[src/rtl/game_pkg.sv]
// Shared Mastermind datapath constants: mode encoding and default geometry used by the
// history, feedback and display blocks.
package game_pkg;

  localparam logic MODE_GUESS  = 1'b0;
  localparam logic MODE_BROWSE = 1'b1;

  localparam int unsigned NUM_PEGS_DEF = 4;
  localparam int unsigned PEG_W_DEF    = 3;
  localparam int unsigned FB_W_DEF     = 3;
  localparam int unsigned DEPTH_DEF    = 8;

endpackage

[src/rtl/history_regfile.sv]
// DEPTH x W register array with one synchronous write port and one registered read port.
// Storage is not reset; only the read register is.
module history_regfile #(
  parameter int unsigned DEPTH = 8,
  parameter int unsigned W     = 18,
  localparam int unsigned AW   = $clog2(DEPTH)
) (
  input  logic          clk,
  input  logic          reset,
  input  logic          wr_en,
  input  logic [AW-1:0] wr_addr,
  input  logic [W-1:0]  wr_data,
  input  logic [AW-1:0] rd_addr,
  input  logic          rd_clr,
  output logic [W-1:0]  rd_data
);

  logic [W-1:0] mem_q [DEPTH];
  logic [W-1:0] rd_data_q;

  always_ff @(posedge clk) begin
    if (wr_en) begin
      mem_q[wr_addr] <= wr_data;
    end
  end

  // rd_clr masks stale, never-written storage so the consumer sees zeros
  always_ff @(posedge clk or posedge reset) begin
    if (reset) begin
      rd_data_q <= '0;
    end else if (rd_clr) begin
      rd_data_q <= '0;
    end else begin
      rd_data_q <= mem_q[rd_addr];
    end
  end

  assign rd_data = rd_data_q;

endmodule

[src/rtl/guess_history_buf.sv]
// Guess/feedback history buffer: records each committed guess with its feedback and
// selects either the newest entry (guess mode) or a player-browsed entry (browse mode).
module guess_history_buf
  import game_pkg::*;
#(
  parameter int unsigned NUM_PEGS = NUM_PEGS_DEF,
  parameter int unsigned PEG_W    = PEG_W_DEF,
  parameter int unsigned DEPTH    = DEPTH_DEF,
  parameter int unsigned FB_W     = FB_W_DEF,
  localparam int unsigned GW      = NUM_PEGS * PEG_W,
  localparam int unsigned IDX_W   = $clog2(DEPTH),
  localparam int unsigned CNT_W   = $clog2(DEPTH + 1)
) (
  input  logic             clk,
  input  logic             reset,
  input  logic             mode,
  input  logic             store,
  input  logic [GW-1:0]    guess_in,
  input  logic [FB_W-1:0]  fb_black_in,
  input  logic [FB_W-1:0]  fb_white_in,
  input  logic             btn_up,
  input  logic             btn_down,
  output logic [GW-1:0]    sel_guess,
  output logic [FB_W-1:0]  sel_black,
  output logic [FB_W-1:0]  sel_white,
  output logic [IDX_W-1:0] sel_idx,
  output logic [CNT_W-1:0] count,
  output logic             sel_valid,
  output logic             full,
  output logic             last_turn,
  output logic             store_err
);

  localparam int unsigned W = GW + 2 * FB_W;

  logic [CNT_W-1:0] count_q, count_d;
  logic [IDX_W-1:0] sel_idx_q, sel_idx_d;
  logic [IDX_W-1:0] last_idx;
  logic [CNT_W-1:0] count_m1;
  logic             mode_q;
  logic             sel_valid_q;
  logic             store_err_q;
  logic             is_empty, is_full;
  logic             store_ok, store_rej;
  logic             nav_up, nav_dn;
  logic [W-1:0]     wr_data, rd_data;

  assign is_empty  = (count_q == '0);
  assign is_full   = (count_q == CNT_W'(DEPTH));
  assign count_m1  = count_q - CNT_W'(1);
  assign last_idx  = is_empty ? '0 : IDX_W'(count_m1);

  assign store_ok  = store && (mode == MODE_GUESS) && !is_full;
  assign store_rej = store && !store_ok;

  // Simultaneous buttons cancel; nothing to browse when empty
  assign nav_up = (mode == MODE_BROWSE) && btn_up && !btn_down && !is_empty;
  assign nav_dn = (mode == MODE_BROWSE) && btn_down && !btn_up && !is_empty;

  always_comb begin
    count_d   = count_q;
    sel_idx_d = sel_idx_q;
    if (store_ok) begin
      count_d   = count_q + CNT_W'(1);
      sel_idx_d = IDX_W'(count_q);
    end else if (mode == MODE_GUESS) begin
      sel_idx_d = last_idx;
    end else if (mode_q == MODE_GUESS) begin
      // First browse cycle starts from the newest entry
      sel_idx_d = last_idx;
    end else if (nav_up) begin
      if (sel_idx_q < last_idx) begin
        sel_idx_d = sel_idx_q + IDX_W'(1);
      end
    end else if (nav_dn) begin
      if (sel_idx_q != '0) begin
        sel_idx_d = sel_idx_q - IDX_W'(1);
      end
    end
  end

  always_ff @(posedge clk or posedge reset) begin
    if (reset) begin
      count_q     <= '0;
      sel_idx_q   <= '0;
      mode_q      <= MODE_GUESS;
      sel_valid_q <= 1'b0;
      store_err_q <= 1'b0;
    end else begin
      count_q     <= count_d;
      sel_idx_q   <= sel_idx_d;
      mode_q      <= mode;
      sel_valid_q <= !is_empty;
      store_err_q <= store_rej;
    end
  end

  assign wr_data = {guess_in, fb_black_in, fb_white_in};

  history_regfile #(
    .DEPTH (DEPTH),
    .W     (W)
  ) u_regfile (
    .clk     (clk),
    .reset   (reset),
    .wr_en   (store_ok),
    .wr_addr (IDX_W'(count_q)),
    .wr_data (wr_data),
    .rd_addr (sel_idx_q),
    .rd_clr  (is_empty),
    .rd_data (rd_data)
  );

  assign sel_guess = rd_data[W-1 -: GW];
  assign sel_black = rd_data[2*FB_W-1 -: FB_W];
  assign sel_white = rd_data[FB_W-1:0];
  assign sel_idx   = sel_idx_q;
  assign count     = count_q;
  assign sel_valid = sel_valid_q;
  assign full      = is_full;
  assign last_turn = (count_q == CNT_W'(DEPTH - 1));
  assign store_err = store_err_q;

endmodule

[config.mk]
export PLATFORM = sky130hd
export DESIGN_NAME = guess_history_buf
export DESIGN_NICKNAME = d
export VERILOG_FILES = /design/src/rtl/game_pkg.sv /design/src/rtl/history_regfile.sv /design/src/rtl/guess_history_buf.sv
export SDC_FILE = /design/constraint.sdc
export NUM_CORES = 1
export LEC_CHECK = 0
export BUFFER_PORTS_ARGS = -buffer_cell sky130_fd_sc_hd__clkbuf_2
export CAP_MARGIN = 10
export CORE_AREA = 2 2 141 102
export DETAILED_ROUTE_END_ITERATION = 6
export DIE_AREA = 0 0 143 104
export PLACE_DENSITY = 0.67
export SYNTH_ARGS = -nofsm -noshare
export SYNTH_HDL_FRONTEND = slang
export SYNTH_SLANG_ARGS = --single-unit
[constraint.sdc]
create_clock -name clk -period 7 [get_ports clk]
set_input_delay 0.7 -clock clk [delete_from_list [all_inputs] [get_ports clk]]
set_output_delay 0.7 -clock clk [all_outputs]
set_load 0.05 [all_outputs]
# Yosys cells after proc, flatten, opt, wreduce, memory -nomap -nowiden
# Memory sizes are Yosys's and may differ from the RTL's.
# Index checks and enable logic that the tools add are counted.
word_totals:
  register_bits: 28
  ramBits: 144
  memories: 1
classes:
  n_addsub: 4
  magnitude_cmp: 1
  n_eq_ne: 5
  n_mux: 11
  bitwise: 1
  reduce_logical: 17
mem_list:
  columns: ["name", "words", "word_bits", "rd", "rd_clocked_by_memory_dff", "wr", "line_no", "text"]
  rows:
  - ["u_regfile.mem_q", 8, 18, 1, 0, 1, "history_regfile.sv:18", "logic [W-1:0] mem_q [DEPTH];"]
ops:
  columns: ["op", "n"]
  rows:
  - ["3-bit 2-to-1 mux", 8]
  - ["18-bit 2-to-1 mux", 1]
  - ["5-bit by 2-bit inequality test with 1-bit output (second input constant)", 2]
  - ["1-bit logical AND", 9]
  - ["3-bit by 1-bit subtractor with 3-bit output (second input constant)", 2]
  - ["1-bit logical NOT", 5]
  - ["5-bit by 4-bit inequality test with 1-bit output (second input constant)", 1]
  - ["4-bit by 1-bit adder with 4-bit output (second input constant)", 1]
  - ["4-bit by 3-bit == test with 1-bit output (second input constant)", 1]
  - ["4-bit == test (second input constant)", 1]
  - ["4-bit logical NOT", 1]
  - ["3-bit by 1-bit adder with 3-bit output (second input constant)", 1]
  - ["3-bit less-than comparator", 1]
  - ["3-bit AND reduction", 1]
  - ["3-bit nonzero test", 1]
  - ["1-bit 2-to-1 mux", 2]
  - ["1-bit inverter", 1]

# Longest topological paths before layout
# Gate-level depths: netlist (run 1).
logic_depth:
  depth_word: 8
  ltp_mapped: 11
  ltp_nobuf: 11

# Cells and area by module
# Synthesis (run 1) repeated with hierarchy kept, for this count alone.
hier_totals:
  hier_cells: 329
  hier_area_um2: 6731.5
by_module_without_submodules:
  columns: ["module", "instances", "cells_each", "area_per_inst_um2", "seq_area_each_um2"]
  rows:
  - ["history_regfile", 1, 260, 6018.3, 4774.6]
  - ["guess_history_buf", 1, 69, 713.2, 250.2]

# Least setup slack after synthesis (run 1)
# No wires, ideal clock.
synth_path:
  path_type: "register to register"
  from: "reg count_q[0] (netlist: count[0])"
  to: "mem u_regfile.mem_q[0][0] (enable)"
  setup_time_ps: 439
  t_arrival_ps: 3888
  t_required_ps: 6561
  slack_ps: 2673
  path_stages_with_launch: 7
  n_path_buf: 0
  path_cell_list: "dfrtp_1 inv_1 ha_1 nor2b_1 and2_1 or2_2 nor4_1"
synth_via:
  elab_chain_len: 5
synth_rtl:
  columns: ["item", "line_no", "text"]
  rows:
  - ["start: declaration", "guess_history_buf.sv:36", "logic [CNT_W-1:0] count_q, count_d;"]
  - ["start signal: assignment", "guess_history_buf.sv:90", "count_q <= count_d;"]
  - ["4-bit == test", "guess_history_buf.sv:49", "assign is_full = (count_q == CNT_W'(DEPTH));"]
  - ["named net full", "guess_history_buf.sv:29", "output logic full,"]
  - ["1-bit logical NOT", "guess_history_buf.sv:53", "assign store_ok = store && (mode == MODE_GUESS) && !is_full;"]
  - ["1-bit logical AND", "guess_history_buf.sv:53", null]
  - ["1-bit 2-to-1 mux", "history_regfile.sv:22", "if (wr_en) begin"]
  - ["1-bit 2-to-1 mux (not written as such)", "history_regfile.sv:23", "mem_q[wr_addr] <= wr_data;"]
  - ["end: declaration", "history_regfile.sv:18", null]
# The timed path passes the listed nets, and every way through them passes these cells.

# Worst setup path after layout (run 1)
layout_path:
  from: "reg count_q[0] (netlist: count[0])"
  to: "reg sel_idx_q[1] (netlist: sel_idx[1])"
layout_via:
  word_cells_on_any_way: 18
  classes_between: "add/sub: 1; order compare: 1; eq/ne: 4; mux: 5; reduce/logical: 7"
layout_lines:
  columns: ["item", "line_no", "text"]
  rows:
  - ["3-bit by 1-bit subtractor with 3-bit output", "guess_history_buf.sv:50", "assign count_m1 = count_q - CNT_W'(1);"]
  - ["named net count_m1[0]", "guess_history_buf.sv:39", "logic [CNT_W-1:0] count_m1;"]
  - ["3-bit 2-to-1 mux", "guess_history_buf.sv:51", "assign last_idx = is_empty ? '0 : IDX_W'(count_m1);"]
  - ["3-bit less-than comparator", "guess_history_buf.sv:72", "if (sel_idx_q < last_idx) begin"]
  - ["5-bit by 4-bit inequality test with 1-bit output (no line)", null, null]
  - ["3-bit AND reduction (no line)", null, null]
  - ["end signal: assignment", "guess_history_buf.sv:91", "sel_idx_q <= sel_idx_d;"]
  - ["end: declaration", "guess_history_buf.sv:37", "logic [IDX_W-1:0] sel_idx_q, sel_idx_d;"]
# The timed path passes the listed nets, and every way through them passes these cells.
# A chain may end at the register's enable or synchronous reset.

==> results of run 1 <==
-- routing by layer --
metal	wire length, µm	part of all wire, %
met1	5900	48
met2	5820	47
met3	593	4.8
met4	94	0.76
met5	0	0
-- worst max-delay path: stages, from the launching register on --
cell and delay, ns:
dfrtp_1 0.52, inv_1 0.22, ha_1 0.28, nor3b_2 0.68
buf_4 0.35, inv_1 0.14, o21ai_0 0.10, ha_1 0.24
o21ai_0 0.15, o21ai_1 0.09, a21oi_1 0.20, nand2b_1 0.19
mux2_2 0.35
-- placed cells by master, fill, tap and decap left out, types with 4 or more instances in the layout --
master	count
clkbuf_2	52
mux4_2	36
ha_1	5
clkbuf_16	17
nand2b_1	5
buf_4	12
mux2i_1	19
dfrtp_1	27
inv_1	4
nand2_1	10
nor3_2	4
edfxtp_1	144
o21ai_0	6
a21oi_1	4
nor2_1	21
-- power by group through the flow --
stage / Sequential, mW / Combinational, mW / Clock, mW
global route: 1.39 / 1.16 / 1.01
floorplan: 1.60 / 0.590 / 0
detailed placement: 1.39 / 1.09 / 0
CTS: 1.37 / 1.09 / 0.972
finish: 1.37 / 1.07 / 0.954
global placement: 1.38 / 1.08 / 0
-- through the flow --
| step | worst slack [ns] | hold WS [ns] | cell area (µm²) | cells | power (mW) |
|---|---|---|---|---|---|
| after floorplan | 2.67 | 0.657 | 6650 | 333 | 2.19 |
| after global placement | 3.53 | 0.609 | 7210 | 574 | 2.47 |
| after detailed placement | 3.43 | 0.617 | 7210 | 574 | 2.48 |
| after CTS | 3.39 | 0.347 | 7810 | 606 | 3.43 |
| after global routing | 3.07 | 0.350 | 7840 | 607 | 3.56 |
| final | 3.37 | 0.337 | 7840 | 607 | 3.40 |
-- cells by family after synthesis --
family	after synthesis	share of synthesized area (%)
and+or+nand+nor	60	4.54
AOI/OAI and AO/OA	18	1.75
adders and majority gates	6	1.24
buffers and inverters	17	1.15
DFF	172	75.6
xor gates and xnor gates	4	0.527
muxes	56	15.2
-- registers in the layout, indices dropped and copies added, names as in the netlist --
name               cells
count                  4
mode_q                 1
sel_valid              1
store_err              1
u_regfile.rd_data     18
u_regfile.mem_q      144
sel_idx                3
-- area by class of cell --
type	count	area, µm²	share of cell area [%]
repair buffers	65	378	4.82
clock buffers	20	437	5.57
inverters	4	15.0	0.192
flip-flops and latches	172	5030	64.1
well taps	190	238	3.03
clock inverters	12	164	2.09
multi-input cells	144	1580	20.2
-- final timing paths --
kind                                 startpoint  slack (ns)  depth (start not counted)                              end
setup / recovery           count[0]$_DFFE_PP0P_        3.37                         12           sel_idx[1]$_DFFE_PP0P_
hold / removal                            reset        0.34                          3  u_regfile.rd_data[17]$_DFF_PP0_
setup reg to reg           count[0]$_DFFE_PP0P_        3.37                         12           sel_idx[1]$_DFFE_PP0P_
hold reg to reg            count[3]$_DFFE_PP0P_        0.61                          1             count[3]$_DFFE_PP0P_
max in group asynchronous                 reset        6.34                          3           sel_idx[0]$_DFFE_PP0P_
min in group clk                           mode        0.49                          1                 mode_q$_DFF_PP0_
==> qor.csv, run 1 <==
metric,value,unit
die width,143,µm
Main synth FF type,edfxtp_1,
clk_skew,0.0102,ns
Ports,53,
clock network fraction of design power,28.1,%
setup_tns,0,ns
Pleak,2.75,nW
share of power burned in registers,40.3,%
Worst VDD drop,0.191,mV
number of synthesized flops with an enable pin,144,
Detail Route Antenna Nets,0,
Final Hold Vio Count,0,
crit-path max FO,14,
ANT cells,0,
Logic pwr share,31.6,%
final worst-path cycle share,51.9,%
Max Fclk,275,MHz
GR Util All Layers,18.1,%
Sw Pwr,1.18,mW
Top Usage Layer GRT,met1,
clock latency on the worst-skew pair,0.42,ns
first-pass GRT wire length,19400,µm
Hold Path Class,in -> async,
gr ovfl total,0,
TritonCTS clock tree,built,
number of global-route vias before repair,3306,
post-CTS setup buffers,0,
Yosys top cell area share,65.0,%
clock sink total,172,
Die Y,104,µm
synth unique cells,36,
initial antenna violation count,0,
CTS Root Buffer Type,clkbuf_16,
Max clock buf depth,2,
vias,3272,
top post-synthesis cells by area,"edfxtp_1, mux4_2, dfrtp_1, mux2i_1, nor2_1",
Avg WL per Cell,20.5,µm
Setup Viol. Count Final,0,
top cell type by total area after synthesis,edfxtp_1,
gpl congestion,0.853,
CP Launch Type,register,
Final Max Slew Viols,0,
register bit total from synthesis,172,
Mapped Area,6650,µm²
core area,13600,µm²
TritonRoute pass-1 iters,5,
initial core utilization,49.0,%
post-synthesis sequential area ratio,75.6,%
status,finished clean,
clock-pin transition on the worst setup and hold timing paths,0.07,ns
Final #Nets,434,
Mapped Cells,333,
Commonest cells post-synth,"edfxtp_1, mux4_2, dfrtp_1",
largest net degree at the start of global routing,29,
total CTS buffers,17,
Setup CP Type,reg -> reg,
Filler cells,1005,
H-tree levels,4,
arrival time at the worst endpoint,3.93,ns
total wire length,12400,µm
DR iter-0 viols,281,
post-cts resize count,0,
hpwl dp,7410,µm
Syn Nets,363,
Final Critical Period,3.63,ns
most frequent cell after synthesis,edfxtp_1,
area delta synth->final,17.9,%
Final Util,57.8,%
RSZ-0062 raised after global routing,false,
met3 usage,4.83,%
hold buffers post-CTS,0,
share of cells above drive strength 1,34.5,%
Via density,5.39,
Cell Pwr Density,433,nW/µm²
syn_area_per_cell,20.0,µm²
worst slew pin tran,1.18,ns
met2 Use GR,26.5,%
crit path capture type,register,
met1 Usage GRT,27.1,%
sw frac,34.7,%
Placement Rows,36,
Pint,2.22,mW
max_slew headroom,21.3,%
DRC errors left,0,
synth warn,0,
Port Buffers,52,
Max-cap violations,0,
DIE AREA,14900,µm²
CP required,7.30,ns
Post-synth ARST share,16.3,%
(Power assumes the default switching activity.)
==> run 2, diff against run 1 <==
==> constraint.sdc (replaced) <==
create_clock -name clk -period 3.77 [get_ports clk]
set_input_delay 0.377 -clock clk [delete_from_list [all_inputs] [get_ports clk]]
set_output_delay 0.377 -clock clk [all_outputs]
set_load 0.05 [all_outputs]
==> run 2 against run 1 <==
Effect of this change:
- the run now ends with negative hold slack left
- wire length grew 4.0%
- global-route usage grew 0.83 points
- cell count grew 0.33%
- clock skew grew 0.0040 ns
- utilization grew 0.35 points
- combinational power grew 91%
- register-to-register slack lost 2.7 ns
- die area is the same
- critical endpoint unchanged
- largest cell class unchanged
- largest power group unchanged
==> qor.csv, run 2 (same netlist as run 1, synthesis figures left out) <==
metric,value,unit
status,finished with violations,
failing checks,negative hold slack,
max_slew headroom,60.9,%
share of cells above drive strength 1,35.3,%
core area,13600,µm²
total CTS buffers,17,
CP required,4.07,ns
total wire length,12900,µm
Final Util,58.2,%
Final Max Slew Viols,0,
initial core utilization,49.0,%
vias,3300,
clock sink total,172,
GR Util All Layers,19.0,%
clock latency on the worst-skew pair,0.42,ns
clock-pin transition on the worst setup and hold timing paths,0.07,ns
Cells after DPL,577,
Final #Nets,436,
Place WS,0.787,ns
CP Launch Type,register,
Die Y,104,µm
crit-path max FO,9,
final worst-path cycle share,81.8,%
Final Hold Vio Count,10,
Avg WL per Cell,21.2,µm
Setup Viol. Count Final,0,
setup_tns,0,ns
Hold Path Class,in -> async,
area delta synth->final,18.6,%
arrival time at the worst endpoint,3.39,ns
post-route insts no fill,609,
Port Buffers,52,
DR iter-0 viols,240,
Setup CP Type,reg -> reg,
final hold slack,-0.0192,ns
Max Fclk,324,MHz
Worst VDD drop,0.448,mV
first-pass GRT wire length,20300,µm
TritonRoute pass-1 iters,4,
worst slew pin tran,0.587,ns
gpl congestion,0.951,
DIE AREA,14900,µm²
Via density,5.42,
hpwl dp,7600,µm
"most common cell after layout, fill and taps aside",edfxtp_1,
initial antenna violation count,0,
ANT cells,0,
Area after DPL,7270,µm²
H-tree levels,4,
Cell Pwr Density,807,nW/µm²
post-CTS setup buffers,0,
largest net degree at the start of global routing,38,
Top reg by flops,u_regfile.mem_q,
CTS Root Buffer Type,clkbuf_16,
hold buffers post-CTS,0,
gr ovfl total,0,
Pleak,2.78,nW
crit path capture type,register,
TritonCTS clock tree,built,
Max clock buf depth,2,
Detail Route Antenna Nets,0,
most frequent cells in the layout,"edfxtp_1, clkbuf_2, mux4_2, dfrtp_1, nor2_1",
number of global-route vias before repair,3498,
RSZ-0062 raised after global routing,false,
Max-cap violations,0,
DRC errors left,0,
number of flip-flops under the largest register name,144,
Final Critical Period,3.08,ns
Placement Rows,36,
Ports,53,
setup ws final,0.686,ns
die width,143,µm
clk_skew,0.0143,ns
post-cts resize count,0,
fin area,7890,µm²
[run 2: final timing paths]
kind / start / to / slack (ns) / cells after the start
setup / recovery: count[0]$_DFFE_PP0P_ / sel_idx[1]$_DFFE_PP0P_ / 0.69 / 11
hold / removal: reset / u_regfile.rd_data[10]$_DFF_PP0_ / -0.02 / 2
setup reg to reg: count[0]$_DFFE_PP0P_ / sel_idx[1]$_DFFE_PP0P_ / 0.69 / 11
hold reg to reg: count[3]$_DFFE_PP0P_ / count[3]$_DFFE_PP0P_ / 0.68 / 1
max in group asynchronous: reset / sel_idx[0]$_DFFE_PP0P_ / 3.08 / 3
min in group clk: mode / mode_q$_DFF_PP0_ / 0.17 / 1
[run 2: power by group]
part           leakage (nW)  internal, mW  switching [mW]
Clock                 0.304          1.02           0.784
Combinational         0.841         0.747            1.29
Sequential             1.63          2.33           0.201
[run 2: cell type report]
type	count	area (µm²)
Tap cell	190	238
Fill cell	986	5670
Clock buffer	17	425
Clock inverter	15	194
Multi-Input combinational cell	144	1590
Sequential cell	172	5030
Timing Repair Buffer	67	398
Inverter	4	15.0
[run 2: metal layers]
metal,up-vias,routed length [µm],global-route usage [%]
met3,8,1010,5.76
met5,-,0,0
met1,1698,5590,26.5
met4,0,109,5.30
met2,117,6200,29.3
li1,1477,-,-
[run 2: worst max-delay path, cell delays in order, from the launching register on]
cell	delay, ns
dfrtp_1	0.52
inv_1	0.22
ha_1	0.28
nor3b_2	0.37
inv_1	0.17
o21ai_0	0.13
ha_1	0.27
o21ai_0	0.16
o21ai_1	0.10
a21oi_1	0.20
nand2b_1	0.20
mux2_2	0.35
[run 2: stage by stage]
stage	hold slack, ns	power, mW
3_3_place_gp	0.421	4.60
5_1_grt	0.0212	6.67
2_1_floorplan	0.408	4.07
6_report	-0.0192	6.37
3_5_place_dp	0.458	4.63
4_1_cts	0.00815	6.43
